--- src/rtl/xvga_pkg.sv ---
// Shared 1024x768@60 raster constants, the sync-bundle type and the raster decode
// used by xvga_timing_gen and its delay line.
package xvga_pkg;

  localparam int HCOUNT_W = 11;
  localparam int VCOUNT_W = 10;

  localparam logic [HCOUNT_W-1:0] H_ACTIVE = 11'd1024;
  localparam logic [HCOUNT_W-1:0] H_FP     = 11'd24;
  localparam logic [HCOUNT_W-1:0] H_SYNC   = 11'd136;
  localparam logic [HCOUNT_W-1:0] H_BP     = 11'd160;
  localparam logic [HCOUNT_W-1:0] H_TOTAL  = H_ACTIVE + H_FP + H_SYNC + H_BP;
  localparam logic [HCOUNT_W-1:0] H_MAX    = H_TOTAL - 11'd1;

  localparam logic [VCOUNT_W-1:0] V_ACTIVE = 10'd768;
  localparam logic [VCOUNT_W-1:0] V_FP     = 10'd3;
  localparam logic [VCOUNT_W-1:0] V_SYNC   = 10'd6;
  localparam logic [VCOUNT_W-1:0] V_BP     = 10'd29;
  localparam logic [VCOUNT_W-1:0] V_TOTAL  = V_ACTIVE + V_FP + V_SYNC + V_BP;
  localparam logic [VCOUNT_W-1:0] V_MAX    = V_TOTAL - 10'd1;

  // Sync windows are half-open: [START, END).
  localparam logic [HCOUNT_W-1:0] H_SYNC_START = H_ACTIVE + H_FP;
  localparam logic [HCOUNT_W-1:0] H_SYNC_END   = H_SYNC_START + H_SYNC;
  localparam logic [VCOUNT_W-1:0] V_SYNC_START = V_ACTIVE + V_FP;
  localparam logic [VCOUNT_W-1:0] V_SYNC_END   = V_SYNC_START + V_SYNC;

  typedef struct packed {
    logic blank;
    logic hsync;
    logic vsync;
  } sync_t;

  // Register value of the aligned outputs at (0,0) and the all-inactive delay fill.
  localparam sync_t SYNC_AT_ORIGIN = '{blank: 1'b0, hsync: 1'b1, vsync: 1'b1};
  localparam sync_t SYNC_IDLE      = '{blank: 1'b1, hsync: 1'b1, vsync: 1'b1};

  function automatic sync_t raster_sync(input logic [HCOUNT_W-1:0] h,
                                        input logic [VCOUNT_W-1:0] v);
    sync_t s;
    s.blank = (h >= H_ACTIVE) || (v >= V_ACTIVE);
    s.hsync = !((h >= H_SYNC_START) && (h < H_SYNC_END));
    s.vsync = !((v >= V_SYNC_START) && (v < V_SYNC_END));
    return s;
  endfunction

endpackage

--- src/rtl/sync_delay_line.sv ---
// DEPTH-stage shift register with async reset to RESET_VAL; DEPTH=0 is a wire.
module sync_delay_line #(
  parameter int               WIDTH     = 1,
  parameter int               DEPTH     = 1,
  parameter logic [WIDTH-1:0] RESET_VAL = '0
) (
  input  logic             clk,
  input  logic             rst_n,
  input  logic [WIDTH-1:0] d,
  output logic [WIDTH-1:0] q
);

  generate
    if (DEPTH == 0) begin : g_pass
      assign q = d;
    end else begin : g_pipe
      logic [WIDTH-1:0] stage_q [DEPTH];
      logic [WIDTH-1:0] stage_d [DEPTH];

      always_comb begin
        stage_d[0] = d;
        for (int i = 1; i < DEPTH; i++) begin
          stage_d[i] = stage_q[i-1];
        end
      end

      // NOTE: this array is a handful of flops feeding the pins, not a RAM, so every
      // stage is reset; a reset-less pipe would drive garbage sync pulses after reset.
      always_ff @(posedge clk or negedge rst_n) begin
        if (!rst_n) begin
          for (int i = 0; i < DEPTH; i++) begin
            stage_q[i] <= RESET_VAL;
          end
        end else begin
          stage_q <= stage_d;
        end
      end

      assign q = stage_q[DEPTH-1];
    end
  endgenerate

endmodule

--- src/rtl/xvga_timing_gen.sv ---
// 1024x768@60 raster counter and sync generator on clk65.
// Optional macro XVGA_FRAME_COUNT_EN enables the 8-bit frame_count register.
module xvga_timing_gen
  import xvga_pkg::*;
#(
  parameter int PIPE_DELAY = 1
) (
  input  logic                clk65,
  input  logic                rst_n,
  output logic [HCOUNT_W-1:0] hcount,
  output logic [VCOUNT_W-1:0] vcount,
  output logic                blank,
  output logic                hsync,
  output logic                vsync,
  output logic                blank_d,
  output logic                hsync_d,
  output logic                vsync_d,
  output logic                new_frame,
  output logic [7:0]          frame_count
);

  logic [HCOUNT_W-1:0] hcount_q, hcount_d;
  logic [VCOUNT_W-1:0] vcount_q, vcount_d;
  sync_t               sync_q, sync_d;
  logic                new_frame_q, new_frame_d;
  logic [2:0]          sync_dly;

  // NOTE: combinational logic uses blocking '=' and assigns every output first,
  // so each path has a value and no latch is inferred.
  always_comb begin
    hcount_d = hcount_q + 1'b1;
    vcount_d = vcount_q;
    if (hcount_q == H_MAX) begin
      hcount_d = '0;
      vcount_d = (vcount_q == V_MAX) ? '0 : vcount_q + 1'b1;
    end
    // Decoding the next counts keeps the sync flops in step with the count flops.
    sync_d      = raster_sync(hcount_d, vcount_d);
    new_frame_d = (hcount_d == '0) && (vcount_d == '0);
  end

  // NOTE: state uses non-blocking '<=' so all flops sample pre-edge values together.
  always_ff @(posedge clk65 or negedge rst_n) begin
    if (!rst_n) begin
      hcount_q    <= '0;
      vcount_q    <= '0;
      sync_q      <= SYNC_AT_ORIGIN;
      new_frame_q <= 1'b0;
    end else begin
      hcount_q    <= hcount_d;
      vcount_q    <= vcount_d;
      sync_q      <= sync_d;
      new_frame_q <= new_frame_d;
    end
  end

  assign hcount    = hcount_q;
  assign vcount    = vcount_q;
  assign blank     = sync_q.blank;
  assign hsync     = sync_q.hsync;
  assign vsync     = sync_q.vsync;
  assign new_frame = new_frame_q;

  sync_delay_line #(
    .WIDTH    (3),
    .DEPTH    (PIPE_DELAY),
    .RESET_VAL(SYNC_IDLE)
  ) u_sync_delay (
    .clk  (clk65),
    .rst_n(rst_n),
    .d    (sync_q),
    .q    (sync_dly)
  );

  assign {blank_d, hsync_d, vsync_d} = sync_dly;

`ifdef XVGA_FRAME_COUNT_EN
  logic [7:0] frame_count_q, frame_count_d;

  // Counts on the edge that ends the new_frame cycle; 8-bit wrap is intended.
  always_comb frame_count_d = frame_count_q + {7'd0, new_frame_q};

  always_ff @(posedge clk65 or negedge rst_n) begin
    if (!rst_n) frame_count_q <= '0;
    else        frame_count_q <= frame_count_d;
  end

  assign frame_count = frame_count_q;
`else
  assign frame_count = 8'd0;
`endif

endmodule

--- config.mk ---
export PLATFORM = sky130hd
export DESIGN_NAME = xvga_timing_gen
export DESIGN_NICKNAME = d
export VERILOG_FILES = /design/src/rtl/xvga_pkg.sv /design/src/rtl/sync_delay_line.sv /design/src/rtl/xvga_timing_gen.sv
export SDC_FILE = /design/constraint.sdc
export NUM_CORES = 1
export LEC_CHECK = 0
export CAP_MARGIN = 25
export CORE_MARGIN = 2
export CORE_UTILIZATION = 54
export DETAILED_ROUTE_END_ITERATION = 10
export PLACE_DENSITY = 0.92
export SLEW_MARGIN = 0
export SYNTH_ARGS = -nofsm -noshare
export SYNTH_HDL_FRONTEND = slang
export SYNTH_SLANG_ARGS = --single-unit
export TNS_END_PERCENT = 30
--- constraint.sdc ---
create_clock -name clk65 -period 3.4 [get_ports clk65]
set_input_delay 0.68 -clock clk65 [delete_from_list [all_inputs] [get_ports clk65]]
set_output_delay 0.68 -clock clk65 [all_outputs]
set_load 0.01 [all_outputs]
==> out/metrics.csv, run 1 <==
metric,value,unit
path_max_fanout,11,
max_freq,382.1,MHz
yosysTopAreaCell,dfrtp_1,
grt_pass1_vias,1388,
min_period_over_period,0.7698,
synth_edf_count,0,
drtIter0Drc,89,
antenna_found_initial,0,
drtAntennaViolNets,0,
clock_path_buffers,2,
drtPass1Iterations,5,
die_h,59.68,um
tightestPinTransition,0.5836,ns
dieArea,3562,um2
grt_pass1_wl,6.541,mm
crit_buf_inv,0,
required,3.68,ns
arrival,2.89,ns
gp_congestion,0.8785,
syn_inst,176,
numCtsBuffers,3,
holdBufCountCts,0,
start_util,0.5575,
wire_per_inst,17.04,um
setup_viol,0,
wl,4.022,mm
fin_nets,209,
startpoint_type,flip-flop,
async_reset_ff_frac,1.000,
drive_gt1_frac,0.09852,
hold_class,reg -> reg,
critPathSlowestCell,dfrtp_1,
io_pins,38,
synth_cell_types,52,
dp_hpwl,2.903,mm
finalSetupTns,0,ns
grt_setup_unrepaired,no,
critPathCaptureType,flip-flop,
timing.slew.headroom,0.6058,
ys.flop_type,dfrtp_1,
fin_cells,236,
post_cts_resized,0,
synth.avg_cell_area,9.512,um2
yosysSeqAreaShare,0.4223,
diodes,0,
grt_max_degree,29,
synth.area.top_cells,"dfrtp_1 34%, dfstp_2 7.8%, xnor2_1 4.2%",
cts.clk_slew.worst_paths,0.15,ns
hold_viol,0,
cap_violations,0,
p_leak,0.8185,nW
cts_sinks,28,
maxSlewViolCount,0,
syn_to_final_growth,19.88,%
port-buffer-count,29,
postCtsSetupRepairBufs,0,
irDropWorstVdd,0.2899,mV
max_stage_delay,0.50,ns
period_minus_slack,2.617,ns
viasPerCell,6.597,
clock_latency,0.33,ns
num_vias,1557,
fin_worst_skew,0.006907,ns
ys_ff_latch,28,
syn-cell-area,1674,um2
place_inst,232,
die_x,59.68,um
n_fill_cell,236,
overflow,0,
rows,20,
critPathTopFamily,simple AND/OR/NAND/NOR gates,
ys_warn_count,0,
status,completed,
cts_root_buf,clkbuf_4,
drcViolationCount,0,
gr-usage-all-layers,0.2456,
cts.htree.levels,1,
cts_tree,done,
path_cells,nor3_1 > nand4_1 > nor3_1 > xnor2_1 > nand4_1 > or3b_1,
core-area,3003,um2
path_class,reg -> reg,
yosysTopAreaCellShare,0.3438,
powerDensity,280.6,nW/um2
-- power by group --
group          internal, W  total (W)  switching, W  leakage, nW
Clock             0.000119   0.000218     0.0000983       0.0279
Combinational   0.00000176  0.0000119     0.0000102        0.431
Sequential        0.000333   0.000333             0        0.359
Total             0.000455   0.000563      0.000108        0.818
-- cell type report --
class,count,area [um2],area share
Clock buffer,3,22.52,0.01122
Clock inverter,1,30.03,0.01496
Inverter,7,26.28,0.01309
Multi-Input combinational cell,134,882.1,0.4395
Sequential cell,28,706.9,0.3522
Tap cell,33,41.29,0.02057
Timing Repair Buffer,30,297.8,0.1484
-- registers in the layout (all words and copies together), names as in the netlist --
signal	cells
u_sync_delay.q	3
blank	1
new_frame	1
hsync	1
vcount	10
hcount	11
vsync	1
-- worst register-to-register path, delay by kind of cell, from the launching register on --
family | cells | cell delay, ns
and+or+nand+nor | 5 | 1.89
DFF | 1 | 0.50
xor gates and xnor gates | 1 | 0.18
-- placed cells by master (no fill, tap or decap), types with 2 or more instances in the layout --
cell type,Yosys,layout
a21oi_1,7,7
a31oi_1,3,3
and2_1,4,4
and3_1,5,5
clkbuf_4,0,3
clkdlybuf4s50_1,0,29
conb_1,1,8
dfrtp_1,23,23
dfstp_2,5,5
ha_1,3,3
inv_1,7,7
mux2i_1,2,2
nand2_1,10,10
nand3_1,13,13
nand4_1,7,7
nor2_1,10,10
nor3_1,7,7
nor4b_1,2,2
o21ai_0,9,9
o41ai_1,3,3
or3_1,2,2
xnor2_1,8,8
xor2_1,3,3
-- cells by family after synthesis --
kind of cell	Yosys count	synth area share
AOI/OAI and AO/OA	35	0.1495
xor gates and xnor gates	11	0.05755
adders and majority gates	3	0.02242
buffers and inverters	21	0.06652
DFF	28	0.4223
muxes	3	0.01868
other	1	0.002240
and+or+nand+nor	74	0.2608
-- per-layer routing --
layer	part of all wire	GRT usage	vias up
li1	-	-	692
met1	0.42	0.3390	749
met2	0.46	0.3820	100
met3	0.093	0.05844	16
met4	0.022	0.07937	0
met5	0	0	-
-- through the flow --
stage	total power, W	worst slack (ns)	cell area [um2]	hold WS, ns	util
finish	0.0005631	0.7826	2007	0.3791	0.6683
global route	0.0005770	0.5888	2007	0.3857	0.6683
CTS	0.0005638	0.8600	2007	0.3810	0.6683
floorplan	0.0003501	1.218	1700	0.3772	-
global placement	0.0003516	0.9277	1954	0.3558	0.6508
detailed placement	0.0003518	0.8854	1954	0.3616	0.6508
-- cell usage after synthesis (all sizes together) (5+ instances only) --
library cell,number
nor3,7
buf,10
a21oi,7
nand2,11
dfrtp,23
o21ai,9
xnor2,8
nand4,7
inv,7
and3,5
nand3,14
nor2,10
dfstp,5
and2,5
-- path summary, 6_finish.rpt --
| check | endpoint | cells after the start | start | slack (ns) |
|---|---|---|---|---|
| min reg2reg | u_sync_delay.q[1]$_DFF_PN1_ | 0 | hsync$_DFF_PN1_ | 0.38 |
| max reg2reg | vsync$_DFF_PN1_ | 6 | hcount[6]$_DFF_PN0_ | 0.78 |
| max in group asynchronous | u_sync_delay.q[0]$_DFF_PN1_ | 2 | rst_n | 2.40 |
| min | u_sync_delay.q[1]$_DFF_PN1_ | 0 | hsync$_DFF_PN1_ | 0.38 |
| max | vsync$_DFF_PN1_ | 6 | hcount[6]$_DFF_PN0_ | 0.78 |
| min in group asynchronous | hcount[6]$_DFF_PN0_ | 2 | rst_n | 0.71 |
Power figures use the tool's default switching activity.
==> run 2, diff against run 1 <==
Settings changed: CORE_UTILIZATION 54 to 50, PLACE_DENSITY 0.92 to 0.87.
Clock period 3.4 ns to 2.5 ns, I/O delays scaled along.
==> run 2 against run 1 <==
Net effect: register-to-register slack got worse by 0.64 ns; worst setup slack got worse by 0.64 ns; cell area up 6.7%.
==> out/metrics.csv, run 2 (synthesis gave the netlist of run 1 again) <==
metric,value,unit
fin_area,2141,um2
min-delay-start,hsync$_DFF_PN1_,
clock_latency,0.33,ns
r2r-end,vsync$_DFF_PN1_,
io_pins,38,
ff2ff_setup_slack,0.15,ns
num_vias,1543,
critPathTopFamily,simple AND/OR/NAND/NOR gates,
route.met3.wl,384,um
crit_buf_inv,0,
dp_hpwl,2.876,mm
diodes,0,
fin_worst_skew,0.002393,ns
drive_gt1_frac,0.1743,
rows,21,
n_fill_cell,273,
clock_path_buffers,2,
drtPass1Iterations,4,
period_minus_slack,2.354,ns
syn_to_final_growth,27.88,%
max_stage_delay,0.48,ns
min_period_over_period,0.9416,
fin_total_pwr,0.0006671,W
powerDensity,311.6,nW/um2
gr-usage-all-layers,0.2246,
largest_reg_flops,11,
fin_nets,224,
dieArea,3827,um2
hold_class,reg -> reg,
timing.rr.start,hcount[6]$_DFF_PN0_,
die_h,61.87,um
final_common_cell,clkdlybuf4s50_1,
timing.slew.headroom,0.6420,
place_area,2068,um2
arrival,2.62,ns
maxSlewViolCount,0,
startpoint,hcount[6]$_DFF_PN0_,
grt_pass1_wl,6.334,mm
wl_met2,1.813,mm
p_leak,0.8897,nW
startpoint_type,flip-flop,
path_class,reg -> reg,
drtIter0Drc,76,
top_layer,met4,
cts.htree.levels,1,
tightestPinTransition,0.5301,ns
cts.clk_slew.worst_paths,0.15,ns
critPathSlowestCell,dfrtp_1,
grt_max_degree,29,
path_max_fanout,8,
cap_violations,0,
min_delay_path_depth,0,
grt_setup_unrepaired,no,
status,completed,
whs_endpoint,u_sync_delay.q[1]$_DFF_PN1_,
r2r_cells,6,
start_util,0.5097,
cts_sinks,28,
required,2.77,ns
irDropWorstVdd,0.2509,mV
antenna_found_initial,0,
holdBufCountCts,0,
critPathCaptureType,flip-flop,
cts_root_buf,clkbuf_4,
drcViolationCount,0,
overflow,0,
die_x,61.87,um
core-area,3284,um2
wire_per_inst,15.15,um
drtAntennaViolNets,0,
setup_viol,0,
port-buffer-count,29,
setup_ws,0.1461,ns
wl,4.000,mm
m1WireLength,1.760,mm
path_cells,or3_4 > nor4_4 > o211ai_1 > nor3_1 > mux2i_1 > or3b_1,
final_cell_mix,"29 x clkdlybuf4s50_1, 23 x dfrtp_1, 16 x buf_4",
viasPerCell,5.845,
gp_congestion,0.9622,
max_freq,424.8,MHz
place_ws,0.1202,ns
cts_tree,done,
grt_pass1_vias,1345,
finalSetupTns,0,ns
numCtsBuffers,3,
hold_viol,0,
-- run 2: stage by stage --
step / utilization / cells / hold WS, ns
6_report: 0.6518 / 264 / 0.3758
5_1_grt: 0.6518 / 264 / 0.3806
4_1_cts: 0.6377 / 262 / 0.3776
3_5_place_dp: 0.6297 / 258 / 0.3573
3_3_place_gp: 0.6297 / 258 / 0.3561
2_1_floorplan: - / 183 / 0.2044
-- run 2: layer usage --
layer / GRT usage / vias up
met1: 0.3312 / 725
met3: 0.04141 / 8
met2: 0.3398 / 90
li1: - / 720
met4: 0.06079 / 0
met5: 0 / -
-- run 2: what timing repair did --
action / in CTS / in global routing
hold endpoints to repair: 0 / 0
setup endpoints to repair: 0 / 2
setup buffers: 0 / 2
resized for setup: 0 / 5
-- run 2: worst reg2reg max path: cells and delay by family (launching register included) --
family	cells	cell delay, ns
and+or+nand+nor	4	1.50
AOI/OAI and AO/OA	1	0.22
DFF	1	0.48
muxes	1	0.09
-- run 2: worst max-delay path by stage --
| stage | end | cells after the start |
|---|---|---|
| 3_3_place_gp | vsync$_DFF_PN1_ | 8 |
| 5_1_grt | vsync$_DFF_PN1_ | 6 |
| 4_1_cts | vsync$_DFF_PN1_ | 8 |
| 2_1_floorplan | vsync$_DFF_PN1_ | 7 |
| 6_report | vsync$_DFF_PN1_ | 6 |
| 3_5_place_dp | vsync$_DFF_PN1_ | 8 |
-- run 2: final cells by class --
cell class	count	area, um2	area share
timing repair buffer	45	410.4	0.1917
tap	46	57.56	0.02688
sequential	28	706.9	0.3302
clock buffer	4	26.28	0.01227
multi-input combinational	134	913.4	0.4267
inverter	7	26.28	0.01227
-- run 2: report_power, final --
| part | leakage [nW] | internal [W] | switching, W | total, W |
|---|---|---|---|---|
| sequential | 0.359 | 0.000454 | 0 | 0.000454 |
| clock | 0.0150 | 0.0000626 | 0.000135 | 0.000198 |
| combinational | 0.515 | 0.00000239 | 0.0000135 | 0.0000159 |
| total | 0.890 | 0.000519 | 0.000149 | 0.000667 |
